[src/rtl/noc_router.sv]
// Five-port mesh router: per-input FIFOs, XY routing, and per-output
// round-robin arbitration locked for the length of each wormhole packet.
module noc_router #(
  parameter int unsigned X_COORD    = 0,
  parameter int unsigned Y_COORD    = 0,
  parameter int unsigned ADDR_W     = 4,
  parameter int unsigned PAYLOAD_W  = 32,
  parameter int unsigned FIFO_DEPTH = 4
) (
  input  logic                 clk,
  input  logic                 rst,
  input  logic [PAYLOAD_W:0]   in_flit [5],
  input  logic [4:0]           in_enable,
  output logic [4:0]           in_ack,
  output logic [PAYLOAD_W:0]   out_flit [5],
  output logic [4:0]           out_enable,
  input  logic [4:0]           out_ack,
  output logic [7:0]           drop_cnt
);
  localparam int unsigned FLIT_W = PAYLOAD_W + 1;
  localparam int unsigned PTR_W  = $clog2(FIFO_DEPTH);
  localparam int unsigned CNT_W  = PTR_W + 1;
  localparam logic [2:0]  NORTH = 3'd0, EAST = 3'd1, SOUTH = 3'd2, WEST = 3'd3, LOCAL = 3'd4;

  typedef enum logic [1:0] {IDLE, WAIT_GRANT, FORWARD} state_t;

  logic [FLIT_W-1:0] mem [5][FIFO_DEPTH];
  logic [PTR_W-1:0]  wr_ptr [5];
  logic [PTR_W-1:0]  rd_ptr [5];
  logic [CNT_W-1:0]  count  [5];
  state_t            state  [5];
  logic [2:0]        route  [5];
  logic [7:0]        remain [5];
  logic              active;

  logic [4:0]        locked;
  logic [2:0]        owner  [5];
  logic [2:0]        rr_ptr [5];

  logic [FLIT_W-1:0] head       [5];
  logic [2:0]        head_route [5];
  logic [4:0]        empty, full, push, pop, drop, xfer, done, gnt_in;
  logic [4:0]        gnt_vld, release_c;
  logic [2:0]        gnt_idx [5];
  logic [3:0]        rr_sum;
  logic [2:0]        cand;
  logic [8:0]        drop_sum;

  function automatic logic [2:0] xy_route(input logic [FLIT_W-1:0] f);
    logic [ADDR_W-1:0] dx;
    logic [ADDR_W-1:0] dy;
    dx = f[2*ADDR_W-1:ADDR_W];
    dy = f[ADDR_W-1:0];
    if (dx > ADDR_W'(X_COORD))      return EAST;
    else if (dx < ADDR_W'(X_COORD)) return WEST;
    else if (dy > ADDR_W'(Y_COORD)) return NORTH;
    else if (dy < ADDR_W'(Y_COORD)) return SOUTH;
    else                            return LOCAL;
  endfunction

  // Input side: FIFO status, drop of stray DATA / U-turn headers, output transfers
  always_comb begin
    for (int i = 0; i < 5; i++) begin
      head[i]       = mem[i][rd_ptr[i]];
      head_route[i] = xy_route(head[i]);
      empty[i]      = (count[i] == '0);
      full[i]       = (count[i] == CNT_W'(FIFO_DEPTH));
      in_ack[i]     = active & ~full[i];
      push[i]       = in_enable[i] & in_ack[i];
      drop[i]       = (state[i] == IDLE) && !empty[i] &&
                      (!head[i][PAYLOAD_W] || ((head_route[i] == 3'(i)) && (i != 4)));
      xfer[i]       = (state[i] == FORWARD) && !empty[i] && out_ack[route[i]];
      done[i]       = xfer[i] && (head[i][PAYLOAD_W] ? (remain[i] == 8'd0) : (remain[i] == 8'd1));
      pop[i]        = drop[i] | xfer[i];
    end
    drop_sum = 9'(drop_cnt) + 9'($countones(drop));
  end

  // Output side: round-robin search from rr_ptr, allowed the cycle the lock releases
  always_comb begin
    rr_sum  = '0;
    cand    = '0;
    gnt_in  = '0;
    for (int o = 0; o < 5; o++) begin
      release_c[o] = locked[o] && done[owner[o]];
      gnt_vld[o]   = 1'b0;
      gnt_idx[o]   = '0;
      for (int k = 0; k < 5; k++) begin
        rr_sum = 4'(rr_ptr[o]) + 4'(k);
        cand   = (rr_sum >= 4'd5) ? 3'(rr_sum - 4'd5) : 3'(rr_sum);
        if (!gnt_vld[o] && (!locked[o] || release_c[o]) &&
            (state[cand] == WAIT_GRANT) && (route[cand] == 3'(o)) &&
            ((cand != 3'(o)) || (o == 4))) begin
          gnt_vld[o] = 1'b1;
          gnt_idx[o] = cand;
        end
      end
      out_enable[o] = locked[o] && (state[owner[o]] == FORWARD) && !empty[owner[o]];
      out_flit[o]   = out_enable[o] ? head[owner[o]] : '0;
    end
    for (int i = 0; i < 5; i++)
      for (int o = 0; o < 5; o++)
        if (gnt_vld[o] && (gnt_idx[o] == 3'(i))) gnt_in[i] = 1'b1;
  end

  // FIFO storage needs no reset: nothing reads an entry before it is written
  always_ff @(posedge clk) begin
    for (int i = 0; i < 5; i++)
      if (push[i]) mem[i][wr_ptr[i]] <= in_flit[i];
  end

  always_ff @(posedge clk or posedge rst) begin
    if (rst) begin
      active   <= 1'b0;
      drop_cnt <= '0;
      locked   <= '0;
      for (int i = 0; i < 5; i++) begin
        wr_ptr[i] <= '0;
        rd_ptr[i] <= '0;
        count[i]  <= '0;
        state[i]  <= IDLE;
        route[i]  <= '0;
        remain[i] <= '0;
        owner[i]  <= '0;
        rr_ptr[i] <= NORTH;
      end
    end else begin
      active   <= 1'b1;
      drop_cnt <= (drop_sum > 9'd255) ? 8'hFF : drop_sum[7:0];
      for (int i = 0; i < 5; i++) begin
        if (push[i]) wr_ptr[i] <= wr_ptr[i] + PTR_W'(1);
        if (pop[i])  rd_ptr[i] <= rd_ptr[i] + PTR_W'(1);
        count[i] <= count[i] + CNT_W'(push[i]) - CNT_W'(pop[i]);
        case (state[i])
          IDLE: if (!empty[i] && !drop[i]) begin
            state[i] <= WAIT_GRANT;
            route[i] <= head_route[i];
          end
          WAIT_GRANT: if (gnt_in[i]) begin
            state[i]  <= FORWARD;
            remain[i] <= head[i][2*ADDR_W+7:2*ADDR_W];
          end
          FORWARD: begin
            if (xfer[i] && !head[i][PAYLOAD_W]) remain[i] <= remain[i] - 8'd1;
            if (done[i]) state[i] <= IDLE;
          end
          default: state[i] <= IDLE;
        endcase
      end
      for (int o = 0; o < 5; o++) begin
        if (gnt_vld[o]) begin
          locked[o] <= 1'b1;
          owner[o]  <= gnt_idx[o];
          rr_ptr[o] <= (gnt_idx[o] == LOCAL) ? NORTH : gnt_idx[o] + 3'd1;
        end else if (release_c[o]) begin
          locked[o] <= 1'b0;
        end
      end
    end
  end
endmodule
[config.mk]
export PLATFORM = sky130hd
export DESIGN_NAME = noc_router
export DESIGN_NICKNAME = d
export VERILOG_FILES = /design/src/rtl/noc_router.sv
export SDC_FILE = /design/constraint.sdc
export NUM_CORES = 1
export LEC_CHECK = 0
export CAP_MARGIN = 40
export CORE_MARGIN = 2
export CORE_UTILIZATION = 54
export CTS_BUF_LIST = sky130_fd_sc_hd__clkbuf_2 sky130_fd_sc_hd__clkbuf_4 sky130_fd_sc_hd__clkbuf_8
export CTS_CLUSTER_DIAMETER = 120
export CTS_CLUSTER_SIZE = 20
export DETAILED_ROUTE_END_ITERATION = 16
export PLACE_DENSITY = 0.79
export SYNTH_ARGS = -nofsm -noshare
export SYNTH_HDL_FRONTEND = slang
export SYNTH_SLANG_ARGS = --single-unit
[constraint.sdc]
create_clock -name clk -period 5 [get_ports clk]
set_input_delay 1.5 -clock clk [delete_from_list [all_inputs] [get_ports clk]]
set_output_delay 1.5 -clock clk [all_outputs]
set_load 0.005 [all_outputs]
==> results of run 1 <==
==> cell families after synthesis <==
group,Yosys count,share of synthesized area
xor+xnor,38,0.00850
buf+inv,288,0.0351
fa+ha+maj,99,0.0337
other cells,2,0.000192
mux,310,0.164
simple gates,707,0.0907
flops,785,0.586
compound gates,485,0.0813
==> worst register-to-register path, cell delays in order (launching register included) <==
cell     delay [ps]
dfrtp_2         460
buf_12          140
mux4_2          560
or4_1           550
o21ai_1         350
nor4b_2         430
buf_4           190
fa_1            150
inv_1            50
fa_1            480
inv_1            50
ha_1            190
fa_1            410
a21oi_1         290
nor2_1          120
nand3_1         220
nand3_1         110
==> metrics by stage <==
| step | utilization | instances |
|---|---|---|
| floorplan | - | 2781 |
| global placement | 0.611 | 3970 |
| detailed placement | 0.611 | 3971 |
| CTS | 0.627 | 4056 |
| global route | 0.633 | 4073 |
| finish | 0.633 | 4078 |
==> where the power goes <==
group,leakage (µW),internal (µW),switching (µW),total (µW)
sequential,0.00745,8130,840,8970
combinational,0.00763,5900,7410,13300
clock,0.000473,1080,1950,3020
total,0.0156,15100,10200,25300
==> flip-flops by register name, summed over array words and instances (netlist names) <==
register,count
state,10
owner,9
drop_cnt,8
locked,3
wr_ptr,10
mem,660
active,1
rr_ptr,9
remain,40
route,10
rd_ptr,10
count,15
==> cells in the mapped netlist (all sizes together), types with 7 or more instances <==
library cell  count  area, µm²
or2              12       75.1
a22oi             7       52.6
nand2           300       1130
nand3            31        155
mux4            266       5990
nand3b           10       75.1
o211ai           10       75.1
ha               88       1100
nor2            101        379
and3             26        163
nand2b           41        272
dfrtp           125       3130
mux2i            36        360
a21boi            8       60.1
mux2              8       90.1
buf             126        764
o2bb2ai          12        105
and2             15       93.8
a221oi            7       85.1
fa               11        220
xnor2            31        272
a21oi           184        928
o21a             17        128
edfxtp          660      19800
a211oi           13       97.6
a21o             16        120
or4              12       93.8
or3              14       87.6
o22ai            21        145
a31oi            10       83.8
nor2b            28        175
nor3b             8       71.3
nor3             48        245
nor4             26        190
nor4b            10        109
xor2              7       61.3
clkbuf           73        274
o31ai            17        138
o21ai            89        457
inv              87        327
==> area by class of cell <==
| class | count | area (µm²) | share of cell area |
|---|---|---|---|
| sequential | 785 | 23000 | 0.507 |
| tap | 950 | 1190 | 0.0262 |
| inverter | 89 | 337 | 0.00743 |
| antenna | 6 | 15.0 | 0.000331 |
| multi-input combinational | 1708 | 15500 | 0.342 |
| clock buffer | 73 | 836 | 0.0184 |
| timing repair buffer | 464 | 4440 | 0.0981 |
| clock inverter | 3 | 36.3 | 0.000801 |
==> worst max-delay path by stage <==
stage | from | slack (ps) | cells past startpoint | endpoint
final | count[13] | 70 | 10 | out_flit[21]
after global routing | count[13] | -30 | 10 | out_flit[21]
after CTS | state[2] | -70 | 10 | out_flit[99]
after detailed placement | out_ack[1] | -150 | 17 | remain[13]
after global placement | out_ack[1] | -100 | 17 | remain[17]
after floorplan | rst | 170 | 1 | active
==> routing by layer <==
layer  wire, µm  share of wire  global-route usage  vias to the layer above
met4       5940          0.052               0.142                       18
li1           -              -                   -                    11192
met3      10700          0.094              0.0593                      292
met2      55400           0.49               0.495                     1477
met1      41400           0.36               0.394                    13153
met5        123         0.0011                   0                        -
==> timing repair <==
action                     4_1_cts  5_1_grt
resized for setup               50       71
pin swaps                        1        2
hold endpoints to repair         0        0
hold buffers                     0        0
setup buffers                    9       13
gates cloned                     0        2
setup endpoints to repair      109      108
==> run summary, run 1 <==
Reg2Reg Setup Slack: 130 ps
DP Worst Slack: -153 ps
Layout fillers: 5105
Layout Skew: 87.8 ps
Ports: 360
Commonest non-fill, non-tap cells in the layout: edfxtp_1 (660), nand2_1 (299), clkdlybuf4s50_1 (285)
Crit path max fanout: 7
Design Area, Final: 0.0453 mm²
Die width: 273 µm
First-pass DRT Iterations: 5
Gr usage total: 0.303
Top delay family on crit path: compound AO/OA/AOI/OAI gates
Post-synth EDFFs: 660
Critical-path top delay cell: o21ai_4
Via Count: 26132
CP cell instances: or3_4 -> nand2_8 -> nor2_1 -> a311oi_2 -> a211oi_2 -> o21ai_4 -> buf_12 -> a21oi_1 -> buf_4 -> clkdlybuf4s50_1
Num CTS Buffers: 45
Vias per inst: 6.41
Outcome: completed
Mapped Area: 0.0392 mm²
Hold endpoint: count[8]
Worst Path Class, Setup: reg2out
DRT Wirelength: 114 mm
Least-Margin Pin Slew: 984 ps
Seq/Total Area, Yosys: 0.586
Commonest non-fill, non-tap cell in the layout: edfxtp_1
CTS root buf: clkbuf_8
H-Tree Depth: 2
Yosys warning count: 0
Initial Util: 0.547
Reg-to-reg endpoint: drop_cnt[5]
Hold_sp: count[8]
DR iter-0 viols: 3026
Core Region: 0.0716 mm²
Largest net degree at the start of global routing: 47
RSZ-0062 raised after global routing: yes
Die Footprint: 0.0747 mm²
Share of cells above drive strength 1: 0.220
Worst-Skew Late Latency: 740 ps
Tmin final: 4930 ps
Hold slack: 510 ps
Static Leak: 0.0156 µW
Setup ws final: 72.0 ps
Synth-to-layout area growth: 15.7%
Antenna violations before repair: 13
Worst-case vdd ir drop: 0.398 mV
WL/cell: 27.8 µm
Setup TNS: 0 ps
CP bufs+invs: 3
Clock tree buffer depth: 3
Final setup viols: 0
Number of global-route vias before repair: 25967
Count of different cell masters after synthesis: 104
PD cells: 559 mW/mm²
Tot Pwr: 25300 µW
Die height: 273 µm
Tcrit/Tclk final: 0.986
Rows: 98
Yosys reg bits: 785
DRT antenna net count: 0
Final hold violation count: 0
# nets final: 3369
CTS Sinks: 785
Max-cap viol count: 0
Avg Inst Size Synth: 14.4 µm²
Worst Path Required: 3500 ps
Worst EP arrival: 3430 ps
Max Freq: 0.203 GHz
Synth Instances: 2714
Final global-route overflow total: 0
Slew headroom: 0.335
WHS Path Cells: 1
Fin. max-slew vios: 0
Dpl cell area: 0.0438 mm²
DRC Markers: 0
CP endpoint kind: output port
Final HPWL DP: 84.5 mm
FF-to-FF path depth: 16
Hold Path Class: reg2reg
Worst stage delay on the critical path: 470 ps
CP Launch Type: flop
First-pass GRT wire length: 167 mm
GPL Wtd Cong: 1.03
Worst-path clk slew: 120 ps
PortBufs: 289
Main synth FF type: edfxtp_1
Worst R2R Start: rd_ptr[8]
Ys async rst share: 0.159
TritonCTS clock tree: yes
(Power assumes the default switching activity.)
==> run 2, diff against run 1 <==
--- a/config.mk
+++ b/config.mk
@@ -13,6 +13,7 @@
 export CTS_CLUSTER_SIZE = 20
 export DETAILED_ROUTE_END_ITERATION = 16
 export PLACE_DENSITY = 0.79
+export SLEW_MARGIN = 40
 export SYNTH_ARGS = -nofsm -noshare
 export SYNTH_HDL_FRONTEND = slang
 export SYNTH_SLANG_ARGS = --single-unit
==> run 2 against run 1 <==
  * Utilization up 0.27 points
  * Hold slack improved by 4.9 ps
  * Flip-flop and latch count unchanged
  * Clock-buffer cell count shrank 1
  * Highest routed layer unchanged
  * Via count up 0.47%
  * Power grew 0.76%
  * Maximum frequency shrank 0.42%
  * Final cell count barely moved
  * Combinational power about the same
  * Register-to-register slack improved by 70 ps
  * Die area is the same
  * First-iteration DRC count is 1.9% higher
==> run summary, run 2 (synthesized netlist as in run 1, its figures left out) <==
Final HPWL DP: 84.5 mm
CTS Sinks: 785
CP Launch Type: flop
First-pass GRT wire length: 167 mm
TritonCTS clock tree: yes
Fin. max-slew vios: 0
PortBufs: 289
Layout Skew: 82.8 ps
Layout fillers: 5139
Worst Path Required: 3500 ps
Antenna violations before repair: 14
Share of cells above drive strength 1: 0.222
Num CTS Buffers: 45
CTS root buf: clkbuf_8
Gr usage total: 0.302
First-pass DRT Iterations: 5
Final global-route overflow total: 0
Final hold violation count: 0
Tot Pwr: 25500 µW
CP endpoint kind: output port
Initial Util: 0.547
PD cells: 560 mW/mm²
Clock tree buffer depth: 3
Least-Margin Pin Slew: 773 ps
Clk pwr share: 0.119
Die height: 273 µm
Crit path max fanout: 11
DRT Wirelength: 114 mm
Final setup viols: 0
Commonest non-fill, non-tap cells in the layout: edfxtp_1 (660), nand2_1 (299), clkdlybuf4s50_1 (288)
Tcrit/Tclk final: 0.990
Largest net degree at the start of global routing: 47
Multi-input combinational cell area: 0.0157 mm²
Slew headroom: 0.478
WL/cell: 28.1 µm
Synth-to-layout area growth: 16.2%
H-Tree Depth: 2
Largest register FFs: 660
Placed Instances: 3970
GPL Wtd Cong: 1.03
Setup ws final: 51.4 ps
Worst Path Class, Setup: reg2out
Tmin final: 4950 ps
Commonest non-fill, non-tap cell in the layout: edfxtp_1
CP cell instances: nand2b_1 -> nor3_2 -> a21oi_1 -> a211oi_2 -> o21ai_4 -> buf_12 -> buf_12 -> a21oi_1 -> clkdlybuf4s50_1
Hold_buf cts: 0
Register area: 0.0230 mm²
DR iter-0 viols: 3084
Core Region: 0.0716 mm²
Dpl cell area: 0.0438 mm²
Static Leak: 0.0155 µW
Worst-Skew Late Latency: 740 ps
Switching power: 10300 µW
Sw frac: 0.406
Design Area, Final: 0.0455 mm²
# nets final: 3366
Outcome: completed
Vias per inst: 6.44
RSZ-0062 raised after global routing: yes
Worst stage delay on the critical path: 580 ps
Final Non-Filler Cells: 4077
Hold Path Class: reg2reg
Ports: 360
Via Count: 26255
Critical-path top delay cell: clkdlybuf4s50_1
Combinational group share of total power: 0.529
Number of global-route vias before repair: 25754
Rows: 98
Seq pwr share: 0.352
Worst-path clk slew: 180 ps
Pint: 15200 µW
DRC Markers: 0
Worst EP arrival: 3450 ps
DRT antenna net count: 0
Worst-case vdd ir drop: 0.360 mV
DP Worst Slack: -207 ps
Die width: 273 µm
Max Freq: 0.202 GHz
Die Footprint: 0.0747 mm²
Max-cap viol count: 0
## run 2: cell count changes in the layout (fill, tap and decap cells not counted), moves of 3 or more
cell             before  now
buf_6                 4    1
a21oi_2              71   49
nor2_2                4    1
dlymetal6s2s_1        4    1
clkdlybuf4s50_1     285  288
a21oi_4               2   24
## run 2: final timing paths
kind	slack [ps]	cells after the start	from	end
setup / recovery	50	9	state[6]	out_flit[22]
hold / removal	520	1	count[8]	count[8]
setup reg to reg	200	16	rd_ptr[8]	drop_cnt[5]
hold reg to reg	520	1	count[8]	count[8]
max in group asynchronous	2930	3	rst	rd_ptr[0]
min in group asynchronous	1210	2	rst	owner[2]
## run 2: through the flow
step,hold slack (ps),util,TNS (ps)
2_1_floorplan,455,-,0
3_3_place_gp,473,0.611,-1420
3_5_place_dp,488,0.611,-3790
4_1_cts,505,0.627,-340
5_1_grt,550,0.635,-99.9
6_report,515,0.636,0
## run 2: power by group through the flow
stage               Sequential (µW)  Clock, µW  Combinational [µW]
floorplan                      8640          0                8110
global placement               9020          0               12200
detailed placement             9110          0               12600
CTS                            8960       3090               12800
global route                   9070       3280               14200
finish                         8970       3040               13500
## run 2: cell type report
type,count,area share
multi-input cells,1708,0.345
inverters,89,0.00740
well taps,950,0.0261
diodes,8,0.000440
clock buffers,72,0.0181
clock inverters,4,0.00115
repair buffers,461,0.0971
flip-flops and latches,785,0.505
## run 2: repair_timing
action,CTS,global route
pin swaps,1,4
setup buffers,5,16
gates resized for setup,57,87
gates cloned,0,2
endpoints found under the setup margin,108,117
## run 2: layer usage
layer | track usage | up-vias | wire length, µm
li1 | - | 11188 | -
met1 | 0.396 | 13189 | 41100
met2 | 0.497 | 1571 | 56100
met3 | 0.0555 | 293 | 11500
met4 | 0.131 | 14 | 5630
met5 | 0 | - | 90
## run 2: worst max-delay path: cells and delay by family, from the launching register on
family	cells	cell delay, ps
AOI/OAI and AO/OA	4	790
buffers and inverters	3	880
DFF	1	490
and+or+nand+nor	2	520
